File: src/rtl/pp_pkg.sv
// Shared definitions for the pipeline hazard controller.
// Latency: n/a (constants and elaboration-time helpers only).
// Backpressure: n/a.
// Contents: stage index enum, default stage count and counter width,
//           and a width helper for down-counters.
package pp_pkg;

  // Stage indices of the classic five-stage in-order pipeline.
  typedef enum logic [2:0] {
    PP_IF  = 3'd0,
    PP_DEC = 3'd1,
    PP_EX  = 3'd2,
    PP_MEM = 3'd3,
    PP_WB  = 3'd4
  } pp_stage_e;

  localparam int PP_NSTAGE = 5;
  localparam int PP_CNT_W  = 16;

  // Bits needed to hold the values 0..n, never less than one bit.
  function automatic int pp_cnt_w(input int n);
    int w;
    w = $clog2(n + 1);
    return (w < 1) ? 1 : w;
  endfunction

endpackage

File: src/rtl/pp_sat_cnt.sv
// Saturating up-counter with synchronous clear.
// Latency: count updates on the rising clk edge after inc/clr.
// Backpressure: none; clr wins over inc, the count sticks at all-ones.
// Ports: clk, rst_n (async, active-low), inc, clr, cnt[CNT_W-1:0].
import pp_pkg::*;

module pp_sat_cnt #(
  parameter int CNT_W = PP_CNT_W
) (
  input  logic             clk,
  input  logic             rst_n,
  input  logic             inc,
  input  logic             clr,
  output logic [CNT_W-1:0] cnt
);

  always_ff @(posedge clk or negedge rst_n) begin
    if (!rst_n) begin
      cnt <= '0;
    end else if (clr) begin
      cnt <= '0;
    end else if (inc && (cnt != {CNT_W{1'b1}})) begin
      cnt <= cnt + CNT_W'(1);
    end
  end

endmodule

File: src/rtl/pp_hazard_ctrl.sv
// Pipeline hazard controller: per-stage stall/bubble/flush from stage requests.
// Latency: stall_o/bubble_o/flush_o are combinational (zero cycles); pending
//          flushes, init window and counters update on the rising clk edge.
// Backpressure: a flush from a stalled requester is held pending until that
//          stage advances; repeated requests while pending merge into one.
// Ports: clk, rst_n (async, active-low); stall_req_i/flush_req_i per stage;
//        perf_clr_i; stall_o, bubble_o, flush_o per stage; init_o;
//        stall_cnt_o, flush_cnt_o.
// Optional feature: define PP_HAZARD_PERF_EN to build the saturating
//        performance counters; otherwise the counter outputs read 0.
import pp_pkg::*;

module pp_hazard_ctrl #(
  parameter int NSTAGE   = PP_NSTAGE,
  parameter int INIT_CYC = 1,
  parameter int CNT_W    = PP_CNT_W
) (
  input  logic              clk,
  input  logic              rst_n,
  input  logic [NSTAGE-1:0] stall_req_i,
  input  logic [NSTAGE-1:0] flush_req_i,
  input  logic              perf_clr_i,
  output logic [NSTAGE-1:0] stall_o,
  output logic [NSTAGE-1:0] bubble_o,
  output logic [NSTAGE-1:0] flush_o,
  output logic              init_o,
  output logic [CNT_W-1:0]  stall_cnt_o,
  output logic [CNT_W-1:0]  flush_cnt_o
);

  localparam int INIT_W = pp_cnt_w(INIT_CYC);

  logic [NSTAGE-1:0] raw_stall;
  logic [NSTAGE-1:0] flush_req_g;
  logic [NSTAGE-1:0] eff_flush;
  logic [NSTAGE-1:0] pend_r;
  logic [INIT_W-1:0] init_cnt_r;

  // A stall at stage k freezes every stage upstream of it.
  always_comb begin
    raw_stall = '0;
    for (int i = 0; i < NSTAGE; i++) begin
      for (int k = 0; k < NSTAGE; k++) begin
        if (k >= i) raw_stall[i] = raw_stall[i] | stall_req_i[k];
      end
    end
  end

  // Requests are ignored while in reset so nothing leaks out before release.
  assign flush_req_g = flush_req_i & {NSTAGE{rst_n}};
  assign eff_flush   = (flush_req_g | pend_r) & ~raw_stall;

  // eff_flush and raw_stall are exclusive per bit, so keeping only the
  // stalled bits both sets new pending flushes and retires issued ones.
  always_ff @(posedge clk or negedge rst_n) begin
    if (!rst_n) pend_r <= '0;
    else        pend_r <= (pend_r | flush_req_g) & raw_stall;
  end

  always_ff @(posedge clk or negedge rst_n) begin
    if (!rst_n)                init_cnt_r <= INIT_W'(INIT_CYC);
    else if (init_cnt_r != '0) init_cnt_r <= init_cnt_r - INIT_W'(1);
  end

  assign init_o = (init_cnt_r != '0);

  // A flush from stage j squashes everything younger (upstream) than j.
  always_comb begin
    flush_o = '0;
    for (int i = 0; i < NSTAGE; i++) begin
      for (int j = 0; j < NSTAGE; j++) begin
        if (j > i) flush_o[i] = flush_o[i] | eff_flush[j];
      end
    end
  end

  // Flush overrides stall; the rst_n term keeps stalls quiet in reset even
  // when there is no init window.
  assign stall_o = raw_stall & ~flush_o & {NSTAGE{~init_o & rst_n}};

  // Bubble where a stalled stage hands off to a stage that keeps moving.
  always_comb begin
    bubble_o = '0;
    for (int i = 0; i < NSTAGE - 1; i++) begin
      bubble_o[i] = stall_o[i] & ~stall_o[i+1];
    end
  end

`ifdef PP_HAZARD_PERF_EN
  pp_sat_cnt #(.CNT_W(CNT_W)) u_stall_cnt (
    .clk   (clk),
    .rst_n (rst_n),
    .inc   (stall_o[0]),
    .clr   (perf_clr_i),
    .cnt   (stall_cnt_o)
  );

  pp_sat_cnt #(.CNT_W(CNT_W)) u_flush_cnt (
    .clk   (clk),
    .rst_n (rst_n),
    .inc   (|flush_o),
    .clr   (perf_clr_i),
    .cnt   (flush_cnt_o)
  );
`else
  logic unused_perf_clr;
  assign unused_perf_clr = perf_clr_i;
  assign stall_cnt_o     = '0;
  assign flush_cnt_o     = '0;
`endif

endmodule

File: config.mk
export PLATFORM = sky130hd
export DESIGN_NAME = pp_hazard_ctrl
export DESIGN_NICKNAME = d
export VERILOG_FILES = /design/src/rtl/pp_pkg.sv /design/src/rtl/pp_sat_cnt.sv /design/src/rtl/pp_hazard_ctrl.sv
export SDC_FILE = /design/constraint.sdc
export NUM_CORES = 1
export LEC_CHECK = 0
export BUFFER_PORTS_ARGS = -buffer_cell sky130_fd_sc_hd__buf_4
export CAP_MARGIN = 20
export CORE_MARGIN = 3
export CORE_UTILIZATION = 31
export CTS_BUF_LIST = sky130_fd_sc_hd__clkbuf_8 sky130_fd_sc_hd__clkbuf_16
export CTS_CLUSTER_DIAMETER = 200
export DETAILED_ROUTE_END_ITERATION = 8
export PLACE_DENSITY = 0.76
export SYNTH_ARGS = -nofsm -noshare
export SYNTH_HDL_FRONTEND = slang
export SYNTH_SLANG_ARGS = --single-unit
File: constraint.sdc
create_clock -name clk -period 1.11 [get_ports clk]
set_clock_uncertainty 0.2 [all_clocks]
set_input_delay 0 -clock clk [delete_from_list [all_inputs] [get_ports clk]]
set_output_delay 0 -clock clk [all_outputs]
set_load 0.02 [all_outputs]
==> results of run 1 <==
[logic make-up (layout without fill, tap and decap cells)]
| group | after synthesis | in the layout | share of synthesized area (%) |
|---|---|---|---|
| buffers and inverters | 35 | 46 | 43.4 |
| DFF | 5 | 5 | 20.9 |
| AOI/OAI and AO/OA | 8 | 8 | 9.50 |
| other | 1 | 35 | 0.619 |
| and+or+nand+nor | 29 | 29 | 25.6 |
[critical path: cells and delay by family (launching register included)]
family	cells	cell delay (ns)
DFF	1	0.41
AOI/OAI and AO/OA	2	0.28
buffers and inverters	1	0.14
and+or+nand+nor	1	0.37
[power by group]
part	switching [µW]	total, µW	internal (µW)
Combinational	283	481	198
Sequential	13.9	216	202
Clock	79.5	316	236
[final cells by class]
type / count / share of cell area (%)
clock inverter: 1 / 0.344
timing repair buffer: 42 / 34.3
multi-input combinational: 72 / 47.1
tap: 25 / 2.87
sequential: 5 / 11.6
clock buffer: 3 / 3.79
[repair_timing]
action,in CTS,in global routing
hold endpoints to repair,7,1
pin swaps,3,5
endpoints found under the setup margin,13,15
buffers inserted,3,4
resized for setup,11,13
[cells in the final DEF (no fill, tap or decap), types with 2 or more instances in the layout]
cell      synthesis  final
nand2_1           3      2
buf_4            35     26
nor2_1           10      7
conb_1            1     35
a21oi_4           0      2
a21oi_2           1      2
or2_1             2      2
clkbuf_8          0      3
dfrtp_1           4      4
nor2_2            1      2
buf_6             0     15
nor3_4            0      3
nor2_4            0      2
[synthesized netlist by cell type]
cell type | number | share of area, %
o22ai_1 | 1 | 1.0
a21oi_2 | 1 | 1.4
a211oi_1 | 1 | 1.2
nor3b_1 | 1 | 1.2
or2_1 | 2 | 2.1
dfstp_2 | 1 | 4.3
and2_1 | 1 | 1.0
o221ai_2 | 1 | 2.5
nor2_1 | 10 | 6.2
a21oi_1 | 3 | 2.5
or4_4 | 1 | 1.9
nor4_2 | 1 | 2.1
nand2_1 | 3 | 1.9
nor3_1 | 5 | 4.1
dfrtp_1 | 4 | 17
nor2b_1 | 2 | 2.1
o21ai_1 | 1 | 0.83
buf_4 | 35 | 43
conb_1 | 1 | 0.62
nor2_2 | 1 | 1.0
or3_1 | 2 | 2.1
[routing by layer]
layer  wire length [µm]  part of all wire (%)
met4                  0                     0
met3                145                   9.7
met2                834                    56
met5                  0                     0
met1                514                    34
[flip-flops by register name, summed over array words and instances (netlist names)]
signal  count
pend_r      4
init_o      1
[final timing paths]
check,startpoint,to
min in group asynchronous,rst_n,pend_r[3]
max in group asynchronous,rst_n,init_o
hold / removal,flush_req_i[2],pend_r[2]
hold reg to reg,pend_r[1],pend_r[1]
setup / recovery,pend_r[4],flush_o[0]
setup reg to reg,pend_r[3],pend_r[3]
[metrics by stage]
stage	TNS, ns	area, µm²	total power, µW
5_1_grt	-5.69	1090	1070
4_1_cts	-4.96	1010	982
3_3_place_gp	-2.01	918	619
2_1_floorplan	-1.12	860	566
3_5_place_dp	-2.23	918	626
6_report	-4.82	1090	1010
==> flow_metrics.env, run 1 <==
export IMPL_status="finished, violations left"
export IMPL_violations="negative hold slack, negative setup slack"
export IMPL_clk_pin_slew_ns=0.03
export IMPL_cp_max_fo=3
export IMPL_wire_per_inst_um=10.1
export IMPL_gr_max_usage_layer="met2"
export IMPL_p_leak_uw=0.000522
export IMPL_nets=137
export IMPL_cp_required_ns=0.91
export IMPL_cp_start_kind="flop"
export IMPL_synthCells=78
export IMPL_die_y_um=50.2
export IMPL_whs_ns=-0.0347
export IMPL_gp_congestion=0.736
export IMPL_io_pins=61
export IMPL_clockBufferDepth=2
export IMPL_setup_slack_ns=-0.513
export IMPL_hpwl_um=1210
export IMPL_met3_usage_pct=4.75
export IMPL_post_place_ws_ns=-0.286
export IMPL_use_met2_pct=20.2
export IMPL_drt_first_pass_iters=4
export IMPL_drive_above_1_share_pct=55.3
export IMPL_cp_end_kind="output port"
export IMPL_cts_hold_buf=1
export IMPL_rows=15
export IMPL_initialDrtViolationCount=4
export IMPL_syn_to_final_growth_pct=80.0
export IMPL_grt_max_degree=11
export IMPL_utilization_pct=61.1
export IMPL_via_per_inst=3.85
export IMPL_ff2ff_path_depth=5
export IMPL_routed_wl_um=1490
export IMPL_die_area_um2=2520
export IMPL_min_path_type="input port to flop"
export IMPL_ant_nets=0
export IMPL_antennaDiodeCount=0
export IMPL_ys_seq_elements=5
export IMPL_grt_remaining_overflow=0
export IMPL_synth_area_um2=606
export IMPL_min_period_over_period_pct=146
export IMPL_cts_tree="built"
export IMPL_regArea_um2=126
export IMPL_rsz0062_at_grt="true"
export IMPL_final_hold_viol_count=2
export IMPL_io_buffers=24
export IMPL_grt_pass1_vias=506
export IMPL_finalSetupViolCount=14
export IMPL_vias=570
export IMPL_htreeDepth=1
export IMPL_peakVddDrop_v=0.000782
export IMPL_syn_area_per_cell_um2=7.76
export IMPL_antenna_found_initial=0
export IMPL_whs_path_depth=4
export IMPL_final_max_slew_viol_count=0
export IMPL_ys_types=21
export IMPL_stdcell_count=148
export IMPL_grt_usage_pct=11.1
export IMPL_fill_cells=161
export IMPL_regToRegSetupSlack_ns=-0.14
export IMPL_cts_made_buffers=3
export IMPL_dp_cells=139
export IMPL_drc=0
export IMPL_period_needed_ns=1.62
export IMPL_grt_first_pass_wirelength_um=2070
export IMPL_slowest_delay_ns=0.41
export IMPL_multi_input_area_um2=513
export IMPL_cts_root_buf="clkbuf_8"
export IMPL_cpMaxStageDelayCell="dfrtp_1"
export IMPL_start_util_pct=34.0
export IMPL_drv_cap=0
export IMPL_cts_sinks=5
export IMPL_chipWidth_um=50.2
export IMPL_critPathKind="flop to output port"
export IMPL_path_cells="a21oi_2, o22ai_4, or3_4, buf_6"
export IMPL_power_density_nw_per_um2=930
export IMPL_yosys_warnings=0
export IMPL_yosysSeqAreaShare_pct=20.9
export IMPL_met1_usage_pct=11.6
export IMPL_clock_latency_ns=0.22
export IMPL_fmax_mhz=616
export IMPL_cp_arrival_ns=1.42
export IMPL_core_area_um2=1780
Power figures use the tool's default switching activity.
==> run 2: changes to the inputs <==
--- a/config.mk
+++ b/config.mk
@@ -12,7 +12,8 @@
 export CTS_BUF_LIST = sky130_fd_sc_hd__clkbuf_8 sky130_fd_sc_hd__clkbuf_16
 export CTS_CLUSTER_DIAMETER = 200
 export DETAILED_ROUTE_END_ITERATION = 8
-export PLACE_DENSITY = 0.76
+export GPL_TIMING_DRIVEN = 0
+export PLACE_DENSITY = 0.79
 export SYNTH_ARGS = -nofsm -noshare
 export SYNTH_HDL_FRONTEND = slang
 export SYNTH_SLANG_ARGS = --single-unit
==> flow_metrics.env, run 2 (same netlist as run 1, synthesis figures left out) <==
export IMPL_status="finished, violations left"
export IMPL_violations="negative hold slack, negative setup slack"
export IMPL_grt_first_pass_wirelength_um=2460
export IMPL_cpMaxStageDelayCell="dfrtp_1"
export IMPL_cts_root_buf="clkbuf_8"
export IMPL_grt_max_degree=11
export IMPL_clock_latency_ns=0.22
export IMPL_cp_end_kind="output port"
export IMPL_ant_nets=0
export IMPL_min_path_type="input port to async pin"
export IMPL_io_pins=61
export IMPL_p_leak_uw=0.000639
export IMPL_antennaDiodeCount=0
export IMPL_setup_slack_ns=-0.517
export IMPL_fmax_mhz=615
export IMPL_final_hold_viol_count=8
export IMPL_drt_first_pass_iters=4
export IMPL_rsz0062_at_grt="true"
export IMPL_crit_family="flip-flops"
export IMPL_die_y_um=50.2
export IMPL_cp_arrival_ns=1.43
export IMPL_clk_pin_slew_ns=0.04
export IMPL_htreeDepth=1
export IMPL_core_area_um2=1780
export IMPL_vias=607
export IMPL_wire_per_inst_um=8.99
export IMPL_initialDrtViolationCount=1
export IMPL_finalPower_uw=1060
export IMPL_cp_required_ns=0.91
export IMPL_critPathKind="flop to output port"
export IMPL_clockBufferDepth=2
export IMPL_ff2ff_path_depth=3
export IMPL_top_layer="met3"
export IMPL_r2r_start="pend_r[4]"
export IMPL_largest_reg_flops=4
export IMPL_min_period_over_period_pct=147
export IMPL_cts_tree="built"
export IMPL_io_buffers=24
export IMPL_chipWidth_um=50.2
export IMPL_start_util_pct=34.0
export IMPL_dp_cells=161
export IMPL_cp_max_fo=3
export IMPL_rows=15
export IMPL_routed_wl_um=1520
export IMPL_finalSetupViolCount=14
export IMPL_path_cells="a21oi_2, o22ai_4, or3_4, buf_6"
export IMPL_drc=0
export IMPL_regToRegSetupSlack_ns=0.01
export IMPL_via_per_inst=3.59
export IMPL_drv_cap=0
export IMPL_worst_pin_slew_ns=0.546
export IMPL_cts_sinks=5
export IMPL_fill_cells=143
export IMPL_dr_wl_met3_um=179
export IMPL_grt_usage_pct=12.6
export IMPL_final_max_slew_viol_count=0
export IMPL_cp_start_kind="flop"
export IMPL_cts_made_buffers=3
export IMPL_final_common_cell="buf_4"
export IMPL_reg2reg_to="pend_r[4]"
export IMPL_grt_remaining_overflow=0
export IMPL_wl_met2_um=804
export IMPL_die_area_um2=2520
export IMPL_utilization_pct=68.4
export IMPL_grt_pass1_vias=555
export IMPL_period_needed_ns=1.63
export IMPL_drt_met1_wl_um=535
export IMPL_power_density_nw_per_um2=868
export IMPL_peakVddDrop_v=0.000998
export IMPL_syn_to_final_growth_pct=101
export IMPL_hpwl_um=1260
export IMPL_path_buf_inv=1
export IMPL_layout_common_cells="buf_4, conb_1, buf_6"
export IMPL_gp_congestion=0.706
export IMPL_relSlewSlack_pct=63.5
export IMPL_stdcell_count=169
export IMPL_largest_register="pend_r"
export IMPL_post_place_ws_ns=-0.417
export IMPL_nets=158
export IMPL_slowest_delay_ns=0.40
export IMPL_drive_above_1_share_pct=62.5
export IMPL_antenna_found_initial=0
export IMPL_whs_ns=-0.593
[run 2: changes by cell type in the layout (fill, tap and decap cells not counted)]
cell           previous run  this run
nor3_4                    3         2
buf_6                    15        11
nor2_2                    2         3
nor3_2                    1         2
buf_4                    26        52
nor2_4                    2         1
dlygate4sd3_1             1         0
[run 2: timing repair]
action,in CTS,in global routing
setup buffers,2,2
hold endpoints to repair,8,8
resized for setup,8,10
pin swaps,2,1
setup endpoints to repair,14,14
[run 2: routing by layer]
metal  vias to the layer above  global-route usage (%)
li1                        323                       -
met1                       248                    15.3
met2                        36                    20.2
met3                         0                    6.53
met4                         0                    1.38
met5                         -                       0
[run 2: layout make-up]
class | count | area (µm²) | area share (%)
Multi-Input combinational cell | 72 | 502 | 41.2
Buffer | 35 | 263 | 21.6
Timing Repair Buffer | 28 | 251 | 20.6
Sequential cell | 5 | 126 | 10.4
Clock buffer | 3 | 41.3 | 3.39
Tap cell | 25 | 31.3 | 2.57
Clock inverter | 1 | 3.75 | 0.308
[run 2: worst reg2reg max path, stage by stage, from the launching register on]
cell and delay (ns):
dfrtp_1 0.40, a21oi_2 0.20, buf_4 0.15, nor2b_1 0.04
[run 2: worst max-delay path by stage]
stage,startpoint,depth (start not counted),slack (ns),end
after floorplan,pend_r[4],3,-0.19,flush_o[0]
after global placement,stall_req_i[4],6,-0.41,stall_o[2]
after detailed placement,stall_req_i[4],6,-0.42,stall_o[2]
after CTS,pend_r[4],4,-0.49,bubble_o[0]
after global routing,pend_r[4],4,-0.57,flush_o[0]
final,pend_r[4],4,-0.52,flush_o[0]
[run 2: through the flow]
stage               cell area [µm²]  setup TNS [ns]
global route                   1220           -5.94
detailed placement             1070           -3.26
finish                         1220           -4.94
floorplan                       860           -1.12
global placement               1070           -3.19
CTS                            1160           -4.94
[run 2: report_power, final]
| part | leakage [µW] | internal (µW) | switching, µW |
|---|---|---|---|
| Combinational | 0.000556 | 230 | 280 |
| Sequential | 0.0000568 | 202 | 14.2 |
| Clock | 0.0000269 | 237 | 93.9 |
| Total | 0.000639 | 669 | 388 |
==> run 3: changes to the inputs <==
--- a/config.mk
+++ b/config.mk
@@ -6,14 +6,14 @@
 export NUM_CORES = 1
 export LEC_CHECK = 0
 export BUFFER_PORTS_ARGS = -buffer_cell sky130_fd_sc_hd__buf_4
-export CAP_MARGIN = 20
+export CAP_MARGIN = 10
 export CORE_MARGIN = 3
-export CORE_UTILIZATION = 31
+export CORE_UTILIZATION = 35
 export CTS_BUF_LIST = sky130_fd_sc_hd__clkbuf_8 sky130_fd_sc_hd__clkbuf_16
 export CTS_CLUSTER_DIAMETER = 200
 export DETAILED_ROUTE_END_ITERATION = 8
 export GPL_TIMING_DRIVEN = 0
-export PLACE_DENSITY = 0.79
+export PLACE_DENSITY = 0.84
 export SYNTH_ARGS = -nofsm -noshare
 export SYNTH_HDL_FRONTEND = slang
 export SYNTH_SLANG_ARGS = --single-unit
==> constraint.sdc (replaced) <==
create_clock -name clk -period 1.6 [get_ports clk]
set_clock_uncertainty 0.2 [all_clocks]
set_input_delay 0 -clock clk [delete_from_list [all_inputs] [get_ports clk]]
set_output_delay 0 -clock clk [all_outputs]
set_load 0.02 [all_outputs]
==> flow_metrics.env, run 3 (same netlist as run 1, synthesis figures left out) <==
export IMPL_cp_start_kind="input port"
export IMPL_reg2reg_to="pend_r[3]"
export IMPL_clock_latency_ns=0.22
export IMPL_drc=0
export IMPL_layout_common_cells="buf_4, conb_1, nor2_1, dlygate4sd3_1"
export IMPL_crit_path_start="stall_req_i[2]"
export IMPL_io_pins=61
export IMPL_cp_end_kind="output port"
export IMPL_cts_sinks=5
export IMPL_dpl_cell_area_um2=933
export IMPL_regToRegSetupSlack_ns=0.04
export IMPL_largest_reg_flops=4
export IMPL_core_area_um2=1560
export IMPL_setup_slack_ns=-0.0108
export IMPL_status="finished, violations left"
export IMPL_min_period_over_period_pct=101
export IMPL_drv_cap=0
export IMPL_antenna_found_initial=0
export IMPL_p_leak_uw=0.000629
export IMPL_cp_max_fo=4
export IMPL_routed_wl_um=1740
export IMPL_via_per_inst=3.87
export IMPL_whs_ns=0.0459
export IMPL_critPathKind="input port to output port"
export IMPL_grt_pass1_vias=525
export IMPL_power_density_nw_per_um2=625
export IMPL_io_buffers=24
export IMPL_ant_nets=0
export IMPL_htreeDepth=1
export IMPL_final_hold_viol_count=0
export IMPL_fill_cells=125
export IMPL_cp_arrival_ns=1.41
export IMPL_die_area_um2=2270
export IMPL_gp_congestion=0.781
export IMPL_start_util_pct=38.8
export IMPL_p_int_uw=460
export IMPL_initialDrtViolationCount=10
export IMPL_p_seq_share_pct=21.0
export IMPL_wire_per_inst_um=10.4
export IMPL_min_path_type="input port to flop"
export IMPL_final_common_cell="buf_4"
export IMPL_r2r_start="pend_r[3]"
export IMPL_violations="negative setup slack"
export IMPL_clkPwrFrac_pct=31.4
export IMPL_rsz0062_at_grt="true"
export IMPL_cts_made_buffers=3
export IMPL_syn_to_final_growth_pct=86.0
export IMPL_grt_usage_pct=13.8
export IMPL_period_needed_ns=1.61
export IMPL_cts_root_buf="clkbuf_8"
export IMPL_clockBufferDepth=2
export IMPL_grt_first_pass_wirelength_um=2150
export IMPL_switchingPower_uw=244
export IMPL_utilization_pct=72.2
export IMPL_clk_pin_slew_ns=0.03
export IMPL_finalSetupViolCount=1
export IMPL_ff2ff_path_depth=4
export IMPL_cp_required_ns=1.40
export IMPL_chipWidth_um=47.6
export IMPL_antennaDiodeCount=0
export IMPL_endpoint="bubble_o[1]"
export IMPL_die_y_um=47.6
export IMPL_drt_first_pass_iters=3
export IMPL_vias=647
export IMPL_peakVddDrop_v=0.000606
export IMPL_hpwl_um=1200
export IMPL_drive_above_1_share_pct=53.6
export IMPL_cts_tree="built"
export IMPL_nets=165
export IMPL_fmax_mhz=621
export IMPL_grt_remaining_overflow=0
export IMPL_combPwrFrac_pct=47.6
export IMPL_rows=14
export IMPL_largest_register="pend_r"
export IMPL_final_setup_tns_ns=-0.0108
export IMPL_switching_share_pct=34.7
export IMPL_finalInstanceArea_um2=1130
export IMPL_final_max_slew_viol_count=0
export IMPL_grt_max_degree=11
[run 3: changes by cell type in the layout (fill, tap and decap cells not counted), sizes merged]
cell	change
dlygate4sd3	+7
[run 3: power groups by stage]
stage | sequential [µW] | clock [µW] | combinational (µW)
3_5_place_dp | 146 | 0 | 274
6_report | 148 | 221 | 335
5_1_grt | 149 | 238 | 359
4_1_cts | 146 | 228 | 306
2_1_floorplan | 147 | 0 | 207
3_3_place_gp | 145 | 0 | 271
[run 3: through the flow]
step                      power (µW)  instances  worst slack [ns]
after global routing             746        167           -0.0477
after floorplan                  354        112             0.107
after CTS                        680        165           0.00354
after detailed placement         420        152             0.128
after global placement           416        152             0.153
final                            704        167           -0.0108
[run 3: critical path: stages]
cell and delay [ns]:
buf_4 0.13, dlygate4sd3_1 0.56, nor3_2 0.22, nand2_1 0.09
nor3_1 0.22, buf_4 0.20
[run 3: layout make-up]
type / instances / area (µm²) / area share [%]
tap: 16 / 20.0 / 1.78
multi-input combinational: 72 / 384 / 34.1
buffer: 35 / 263 / 23.3
sequential: 5 / 126 / 11.2
clock buffer: 3 / 41.3 / 3.67
clock inverter: 1 / 3.75 / 0.333
timing repair buffer: 35 / 288 / 25.6
[run 3: what timing repair did]
action,in CTS,in global routing
hold buffers,7,0
gates resized for setup,3,9
setup buffers,2,2
setup endpoints to repair,3,8
hold endpoints to repair,8,0
pin swaps,0,3
[run 3: layer usage]
| metal | global-route usage, % | share of wire, % |
|---|---|---|
| met1 | 14.0 | 31 |
| met2 | 25.1 | 57 |
| met5 | 0 | 0 |
| met3 | 6.02 | 12 |
| met4 | 4.84 | 0.52 |
[run 3: worst min path at each step]
stage	startpoint	endpoint	slack, ns	depth (start not counted)
after floorplan	rst_n	pend_r[1]	-0.50	0
after global placement	rst_n	pend_r[1]	-0.38	1
after detailed placement	rst_n	pend_r[1]	-0.37	1
after CTS	flush_req_i[4]	pend_r[4]	0.02	4
after global routing	stall_req_i[4]	pend_r[4]	0.05	3
final	stall_req_i[4]	pend_r[2]	0.05	4
